`config.mk`:
```
export PLATFORM = sky130hd
export DESIGN_NAME = snake_game_ctrl
export DESIGN_NICKNAME = d
export VERILOG_FILES = /design/src/rtl/snake_game_ctrl.sv
export SDC_FILE = /design/constraint.sdc
export NUM_CORES = 1
export LEC_CHECK = 0
export ABC_AREA = 1
export CAP_MARGIN = 20
export CORE_MARGIN = 5
export CORE_UTILIZATION = 55
export CTS_BUF_LIST = sky130_fd_sc_hd__clkbuf_8
export CTS_CLUSTER_SIZE = 24
export DETAILED_ROUTE_END_ITERATION = 7
export PLACE_DENSITY = 0.73
export SYNTH_ARGS = -nofsm -noshare
export SYNTH_HDL_FRONTEND = slang
export SYNTH_SLANG_ARGS = --single-unit
```
`constraint.sdc`:
```
create_clock -name clk -period 2.82 [get_ports clk]
set_input_delay 0.564 -clock clk [delete_from_list [all_inputs] [get_ports clk]]
set_output_delay 0.564 -clock clk [all_outputs]
set_load 0.005 [all_outputs]
```
`src/rtl/snake_game_ctrl.sv`:
```
// snake_game_ctrl: button conditioning, direction arbitration and step sequencing
// for the snake datapath (IDLE/RUN/WAIT/OVER).
`default_nettype none

module snake_game_ctrl #(
  parameter int DEBOUNCE_CYC = 120_000,
  parameter int STEP_CYC     = 1_200_000
) (
  input  logic        clk,
  input  logic        rst_n,
  input  logic        btn_up,
  input  logic        btn_left,
  input  logic        btn_right,
  input  logic        btn_down,
  input  logic        step_done,
  input  logic        collision,
  output logic        step,
  output logic [1:0]  dir,
  output logic [1:0]  state,
  output logic        game_over,
  output logic [15:0] steps
);

  localparam int DB_W   = $clog2(DEBOUNCE_CYC + 1);
  localparam int TICK_W = $clog2(STEP_CYC + 1);
  localparam logic [DB_W-1:0]   DB_LAST   = DB_W'(DEBOUNCE_CYC - 1);
  localparam logic [TICK_W-1:0] TICK_LAST = TICK_W'(STEP_CYC - 1);

  typedef enum logic [1:0] {
    ST_IDLE = 2'b00,
    ST_RUN  = 2'b01,
    ST_WAIT = 2'b10,
    ST_OVER = 2'b11
  } state_t;

  state_t state_q, state_nxt;

  // Bit order sets arbitration priority: up, left, right, down.
  logic [3:0] btn_raw;
  logic [3:0] sync1, sync2, db, db_prev, press;
  logic [DB_W-1:0] db_cnt [4];

  assign btn_raw = {btn_down, btn_right, btn_left, btn_up};

  for (genvar i = 0; i < 4; i++) begin : g_btn
    always_ff @(posedge clk or negedge rst_n) begin
      if (!rst_n) begin
        sync1[i]   <= 1'b0;
        sync2[i]   <= 1'b0;
        db[i]      <= 1'b0;
        db_prev[i] <= 1'b0;
        db_cnt[i]  <= '0;
      end else begin
        sync1[i]   <= btn_raw[i];
        sync2[i]   <= sync1[i];
        db_prev[i] <= db[i];
        if (sync2[i] != db[i]) begin
          if (db_cnt[i] == DB_LAST) begin
            db[i]     <= sync2[i];
            db_cnt[i] <= '0;
          end else begin
            db_cnt[i] <= db_cnt[i] + 1'b1;
          end
        end else begin
          db_cnt[i] <= '0;
        end
      end
    end
  end

  assign press = db & ~db_prev;

  logic       any_press;
  logic       accept;
  logic [1:0] req;
  logic [1:0] dir_pend;
  logic [TICK_W-1:0] tick;
  logic       tick_done;

  always_comb begin
    req = 2'b00;
    if (press[0])      req = 2'b01;
    else if (press[1]) req = 2'b10;
    else if (press[2]) req = 2'b00;
    else if (press[3]) req = 2'b11;
  end

  assign any_press = |press;
  assign accept    = any_press && (req != (dir ^ 2'b10));
  assign tick_done = (tick == TICK_LAST);

  always_ff @(posedge clk or negedge rst_n) begin
    if (!rst_n) state_q <= ST_IDLE;
    else        state_q <= state_nxt;
  end

  always_comb begin
    state_nxt = state_q;
    case (state_q)
      ST_IDLE: if (any_press) state_nxt = ST_RUN;
      ST_RUN:  if (tick_done) state_nxt = ST_WAIT;
      ST_WAIT: if (step_done) state_nxt = collision ? ST_OVER : ST_RUN;
      ST_OVER: if (any_press) state_nxt = ST_IDLE;
      default: state_nxt = ST_IDLE;
    endcase
  end

  always_ff @(posedge clk or negedge rst_n) begin
    if (!rst_n) begin
      step     <= 1'b0;
      dir      <= 2'b00;
      dir_pend <= 2'b00;
      tick     <= '0;
      steps    <= 16'h0000;
    end else begin
      step <= 1'b0;
      case (state_q)
        ST_IDLE: begin
          tick <= '0;
          if (any_press) begin
            dir      <= req;
            dir_pend <= req;
            steps    <= 16'h0000;
          end
        end
        ST_RUN: begin
          if (accept) dir_pend <= req;
          if (tick_done) begin
            step <= 1'b1;
            dir  <= dir_pend;
            tick <= '0;
          end else begin
            tick <= tick + 1'b1;
          end
        end
        ST_WAIT: begin
          tick <= '0;
          if (accept) dir_pend <= req;
          if (step_done && !collision && steps != 16'hFFFF)
            steps <= steps + 16'h0001;
        end
        default: ;
      endcase
    end
  end

  assign state     = state_q;
  assign game_over = (state_q == ST_OVER);

endmodule

`default_nettype wire

```
== Word-level counts from Yosys, hierarchy flattened ==
Cells that the tools add are included.

* Add/sub/neg operators: 6
* Eq/ne operators: 20
* Mux-type cells: 30
* Bitwise gates (word level): 3
* Reduce and logical (&&, ||, !) cells: 20

{| class="wikitable"
|+ Operators by type and width
! cell !! number
|-
| 2-to-1 mux 17 bit || 8
|-
| adder 17 x 1 -> 17 bit (second input constant) || 4
|-
| == test 17 bit (second input constant) || 4
|-
| one-hot mux 21 bit (2 select lines) || 1
|-
| 2-to-1 mux 16 bit || 2
|-
| one-hot mux 16 bit (2 select lines) || 1
|-
| 2-to-1 mux 2 bit || 12
|-
| adder 21 x 1 -> 21 bit (second input constant) || 1
|-
| == test 21 bit (second input constant) || 1
|-
| 2-to-1 mux 21 bit || 1
|-
| adder 16 x 1 -> 16 bit (second input constant) || 1
|-
| inequality test 16 bit (second input constant) || 1
|-
| AND reduction 3 bit || 3
|-
| inequality test 2 bit (second input constant) || 4
|-
| one-hot mux 2 bit (2 select lines) || 2
|-
| one-hot mux 2 bit (4 select lines) || 1
|-
| AND reduction 2 bit || 4
|-
| nonzero test 2 bit || 4
|-
| bitwise AND 4 bit || 1
|-
| == test 2 bit (second input constant) || 2
|-
| inequality test 1 bit || 4
|-
| inequality test 2 x 1 -> 1 bit (second input constant) || 2
|-
| NOT 4 bit || 1
|-
| AND reduction 4 bit || 1
|-
| other kinds (9) || 13
|}

* Register bits: 128
* Bits of input ports: 8
* Output and inout port bits: 22
* Logic and storage cells: 105

== Longest topological paths before layout ==
Gate-level depths: netlist of run 1.

* Depth after elaboration: 10
* Mapped depth: 11
* Depth with buffers taken out: 11

== Worst setup path after synthesis of run 1 ==
Ideal clock, no wire load.

* Path type: register to register
* Start point: reg state_q[0] (netlist: state[0])
* End point: reg steps[15]
* Setup time: 117 ps
* Arrival: 1,521 ps
* Required time: 2,703 ps
* Path slack: 1,182 ps
* Cell stages (with the launch flop): 9
* Path buffers: 0
* Clock period less this slack: 1,638 ps
* Path through: dfrtp_1 -> inv_1 -> ha_1 -> nor2_2 -> a21oi_1 -> nand2_2 -> inv_1 -> nand2_1 -> nand2_1

* Word-level cells in the longest chain between the ends: 3
* Elaborated cells on any way between the ends: 7
* Those cells by class: eq/ne (3); mux (1); reduce/logical (3)

{| class="wikitable"
|+ Ends and longest elaborated chain
! item !! RTL line !! text
|-
| start, declared || 36 || <nowiki>state_t state_q, state_nxt;</nowiki>
|-
| start signal, assigned || 94 || <nowiki>else state_q <= state_nxt;</nowiki>
|-
| == test 2 bit or zero test 2 bit (tied branches) || 117 || <nowiki>case (state_q)</nowiki>
|-
| inequality test 2 bit (no line) or nonzero test 2 bit (tied branches) || -- ||
|-
| AND reduction 3 bit (no line) || -- ||
|-
| end signal, assigned || 140 || <nowiki>steps <= steps + 16'h0001;</nowiki>
|-
| end, declared || 21 || <nowiki>output logic [15:0] steps</nowiki>
|}

Parallel ways exist; a longest one is shown, timed or not.
A chain may end at the register's enable or synchronous reset.

== Worst setup path in the final report of run 1 ==
* Start point: reg state_q[1] (netlist: state[1])
* End point: out game_over

* Word-level cells in the longest chain between the ends: 1

{| class="wikitable"
|+ Ends and longest elaborated chain
! item !! RTL line !! text
|-
| == test 2 bit || 148 || <nowiki>assign game_over = (state_q == ST_OVER);</nowiki>
|-
| end, declared || 20 || <nowiki>output logic game_over,</nowiki>
|}

Every way passes these cells.

==> run metrics, run 1 <==
Yosys cell types=37; combinational share of power=0.026; area added between synthesis and finish=13.6%; WL final=14600 um; Synth Area in XOR/XNOR=0.0545; Tightest Pin Transition=0.606 ns; Psw=0.825 mW; minimum clock period=2.26 ns; largest net degree at the start of global routing=67; post-CTS sizing=0; most frequent cells in the layout=nand2_1 (218), nor2_1 (176), dfrtp_1 (128); via count=5957; TritonCTS clock tree=yes; antenna violations before repair=0; overall routing resource usage=0.208; CTS max path bufs=2; commonest non-fill, non-tap cell in the layout=nand2_1; post-synthesis adder-cell area fraction=0.0195; reg-to-reg slack, setup=0.57 ns; internal power=2.96 mW; # DRC=0; Routed Antenna Nets=0; CP Max Fanout=8; setup TNS=0 ns; relative slew slack=0.596; Mapped Area=7070 um^2; ys flop type=dfrtp_1; clock share of power=0.481; number of buffers created by CTS=17; status=finished clean; fin. max-slew vios=0; mux cell area share after synthesis=0.00142; hold_buf cts=0; Worst Path Required=2.26 ns; Starting Density=0.560; dpl ws=0.586 ns; clk sink count=128; hpwl dp=10600 um; reg-to-reg endpoint=steps[7]; global route overflow=0; clk slew on worst S/H paths=0.07 ns; drt pass-1 iters=5; CTS root buf=clkbuf_8; Startpoint Class=flop; crit path DAT=1.70 ns; syn avg cell area=7.56 um^2; Seq pwr share=0.493; full die area=15200 um^2; final worst slack=0.561 ns; critical path type=flop to output pin; # IOs=30; H-tree levels=4; number of flops mapped to enable cells by yosys=0; Skew-Pair Late Insertion Delay=0.46 ns; FF+latch count, synth=128; unrepaired setup endpoints after global routing=no; max cap viols=0; # rows=41; post-synthesis sequential area ratio=0.453; LEAKAGE=3.38 nW; Clock Skew=0.0149 ns; share of cells above drive strength 1=0.0704; ys async rst share=1.00; R2R cell count=8; Setup-failing EPs final=0; Final Net Count=1000; Die Y=123 um; YS warnings=0; Final Wtd Congestion=0.846; cells after synthesis=935; Synth Area in Simple Gates=0.366; first-pass GRT wire length=25300 um; Hold Vio Cnt, Final=0; Worst VDD drop=0.000482 V; fin crit share=0.801; share of the synthesized area in the top cell type=0.453; syn nets=954; pwr dens=471 nW/um^2; Die W=123 um; Worst Setup End Kind=output pin; Vias/cell=5.11; Hold WC Path Type=input pin to asynchronous set/reset pin; Post-CTS Setup Repair Bufs=0; largest cells by area after synthesis=dfrtp_1 (45%), nand2_1 (12%), nor2_1 (9.3%); DR WL/cell=12.6 um; Sw Share=0.218; Core Box Area=12600 um^2; reg-to-reg startpoint=state[0]; post-synthesis compound-gate area fraction=0.0391; Max Freq=0.443 GHz; main combinational cell family by area after synthesis=simple AND/OR/NAND/NOR gates; 1st-iter DRT viols=497; number of diodes=0; vias in the first global route=5678; top cell type by total area after synthesis=dfrtp_1; PortBufs=29
==> sequential cells by signal (all words and copies together) (netlist names) <==
name      flops
db_cnt       68
tick         21
steps        16
db            4
db_prev       4
sync1         4
sync2         4
dir           2
dir_pend      2
state         2
step          1
==> layer usage <==
metal / vias up / wire, um / global-route usage
met1: 2751 / 6900 / 0.274
li1: 3085 / - / -
met2: 100 / 6900 / 0.336
met4: 0 / 235 / 0.0740
met5: - / 0 / 0
met3: 21 / 605 / 0.0499
==> final cells by class <==
cell class	count	area [um^2]
tap	172	215
timing repair buffer	32	327
fill	1130	4590
sequential	128	3200
inverter	114	428
clock buffer	18	248
multi-input combinational	688	3390
clock inverter	14	213
==> critical path, stage by stage (launching register included) <==
cell and delay, ns:
dfrtp_1 0.48, ha_1 0.25, clkdlybuf4s50_1 0.52
==> power by group through the flow <==
| stage | clock network [mW] | logic [mW] | registers (mW) |
|---|---|---|---|
| 2_1_floorplan | 0 | 0.0386 | 1.90 |
| 3_3_place_gp | 0 | 0.101 | 1.90 |
| 3_5_place_dp | 0 | 0.103 | 1.90 |
| 4_1_cts | 1.85 | 0.103 | 1.87 |
| 5_1_grt | 1.95 | 0.116 | 1.87 |
| 6_report | 1.82 | 0.0980 | 1.87 |
==> cell families (layout without fill, tap and decap cells) <==
logic type / Yosys count / in the layout
flip-flops: 128 / 128
multiplexers: 1 / 1
AO/OA/AOI/OAI: 48 / 48
adder cells (fa/ha/maj): 11 / 11
AND/OR/NAND/NOR: 584 / 584
XOR/XNOR: 44 / 44
buffers and inverters: 119 / 178
==> cell usage after synthesis (all sizes together) (3+ instances only) <==
library cell,number
o21ai,19
nand2,225
nand3b,3
nor3,41
nand3,75
buf,4
nand4,34
ha,11
nor4,5
nor2,188
dfrtp,128
xor2,36
xnor2,8
a21oi,20
o21bai,3
inv,112
nor3b,5
or2,7
==> worst max path at each step <==
stage / start / end / slack (ns) / cells past startpoint
2_1_floorplan: state[0] / steps[15] / 1.18 / 8
3_3_place_gp: state[0] / steps[15] / 0.63 / 8
3_5_place_dp: state[0] / steps[7] / 0.59 / 8
4_1_cts: state[1] / game_over / 0.54 / 2
5_1_grt: state[0] / steps[7] / 0.32 / 8
6_report: state[1] / game_over / 0.56 / 2
==> per-stage QoR <==
stage	hold slack, ns	total power, mW	util	area (um^2)	cells
floorplan	0.268	1.94	-	7070	935
global placement	0.332	2.00	0.600	7570	1134
detailed placement	0.335	2.01	0.600	7570	1134
CTS	0.123	3.82	0.636	8030	1166
global route	0.141	3.93	0.636	8030	1166
finish	0.106	3.78	0.636	8030	1166
(Power assumes the default switching activity.)
==> inputs of run 2 (changes only) <==
clock period = 2.2 ns   (was 2.82 ns; I/O delays follow)
==> run 2 against run 1 <==
Clock power rose by 4%. Global-route usage grew 0.23 points. Register-to-register slack worse by 0.23 ns. Non-clock buffer count increased by 7. Via count rose by 0.18%. Clock skew fell by 0.0062 ns. Utilization fell by 0.22 points. Final cell count increased by 0.51%. Critical path depth did not move. Highest routed layer unchanged.
==> run metrics, run 2 (synthesis gave the netlist of run 1 again) <==
Largest Register=db_cnt; commonest non-fill, non-tap cell in the layout=nand2_1; CTS max path bufs=2; fin. max-slew vios=0; CP top delay family=buffers and inverters; hpwl dp=10700 um; LEAKAGE=3.37 nW; 1st-iter DRT viols=504; Hold Crit Depth=0; largest net degree at the start of global routing=65; Die W=123 um; DR WL/cell=12.2 um; critical path, cell by cell=ha_1, clkdlybuf4s50_1; Starting Density=0.560; WL final=14300 um; antenna violations before repair=0; CTS root buf=clkbuf_8; global route overflow=0; filler cell count in the final layout=1135; minimum clock period=2.05 ns; number of diodes=0; Overall Power=4.42 mW; number of buffers created by CTS=17; Worst Path Required=1.76 ns; Tightest Pin Transition=0.459 ns; reg-to-reg endpoint=tick[16]; Setup-failing EPs final=0; DP Area=7610 um^2; max FFs per register=68; via count=5968; reg-to-reg slack, setup=0.34 ns; Fin Hold WS=0.356 ns; fin crit share=0.931; Final Net Count=1007; vias in the first global route=5714; CP Max Fanout=6; Max Freq=0.488 GHz; Worst VDD drop=0.000501 V; max cap viols=0; crit path DAT=1.61 ns; drt pass-1 iters=5; PortBufs=29; HP Start=sync1[0]; Worst path depth=2; TritonCTS clock tree=yes; Worst Setup End Kind=output pin; status=finished clean; Final Wtd Congestion=0.895; full die area=15200 um^2; share of cells above drive strength 1=0.0760; Skew-Pair Late Insertion Delay=0.43 ns; H-tree levels=4; Clock Skew=0.00863 ns; R2R cell count=8; Worst path max stage delay=0.52 ns; Startpoint Class=flop; Core Box Area=12600 um^2; clk slew on worst S/H paths=0.07 ns; overall routing resource usage=0.210; reg-to-reg startpoint=tick[0]; # IOs=30; Vias/cell=5.09; Routed Antenna Nets=0; area added between synthesis and finish=13.2%; Regs by FF count=db_cnt (68), tick (21), steps (16); Hold WC Path Type=flop to flop; Die Y=123 um; Hold Vio Cnt, Final=0; # DRC=0; # rows=41; final instance area=8000 um^2; setup TNS=0 ns; critical path type=flop to output pin; Worst path slowest cell=clkdlybuf4s50_1; pwr dens=552 nW/um^2; Hold Path Sink=sync2[0]; unrepaired setup endpoints after global routing=no; clk sink count=128; most frequent cells in the layout=nand2_1 (218), nor2_1 (176), dfrtp_1 (127); buffers and inverters on the worst path=1; relative slew slack=0.694; first-pass GRT wire length=25700 um
## run 2: changes by cell type in the layout (fill, tap and decap cells not counted), sizes merged
cell         delta
clkbuf          +3
clkinv          +1
dlygate4sd3     +1
clkinvlp        +1
inv             -2
buf             +6
bufinv          -4
## run 2: routing by layer
metal	GRT usage	wire length [um]	up-vias
li1	-	-	3104
met1	0.277	6860	2770
met2	0.342	6880	81
met3	0.0489	459	13
met4	0.0720	136	0
met5	0	0	-
## run 2: cell type report
cell class              instances  area, um^2  area share
clock buffers                  21         289      0.0361
clock inverters                10        87.6      0.0109
inverters                     114         428      0.0535
multi-input cells             688        3390       0.424
flip-flops and latches        128        3200       0.401
well taps                     172         215      0.0269
repair buffers                 39         382      0.0477
## run 2: where the power goes
part	switching, mW	internal (mW)
Sequential	0.0162	2.38
Combinational	0.0873	0.0389
Clock	0.899	0.997
## run 2: what timing repair did
item	4_1_cts	5_1_grt
hold endpoints to repair	31	0
resized for setup	0	1
endpoints found under the setup margin	0	1
hold buffers	1	0
setup buffers	0	0
## run 2: worst max path at each step
| stage | start | end | slack [ns] |
|---|---|---|---|
| after CTS | state[1] | game_over | 0.09 |
| after floorplan | state[0] | steps[15] | 0.56 |
| final | state[0] | game_over | 0.15 |
| after global routing | state[0] | game_over | 0.05 |
| after detailed placement | tick[0] | tick[16] | 0.36 |
| after global placement | tick[0] | tick[16] | 0.41 |
## run 2: stage by stage
stage	setup WS, ns	std cells	utilization
after floorplan	0.562	935	-
after global placement	0.414	1140	0.603
after detailed placement	0.362	1140	0.603
after CTS	0.0876	1172	0.634
after global routing	0.0485	1172	0.634
final	0.153	1172	0.634
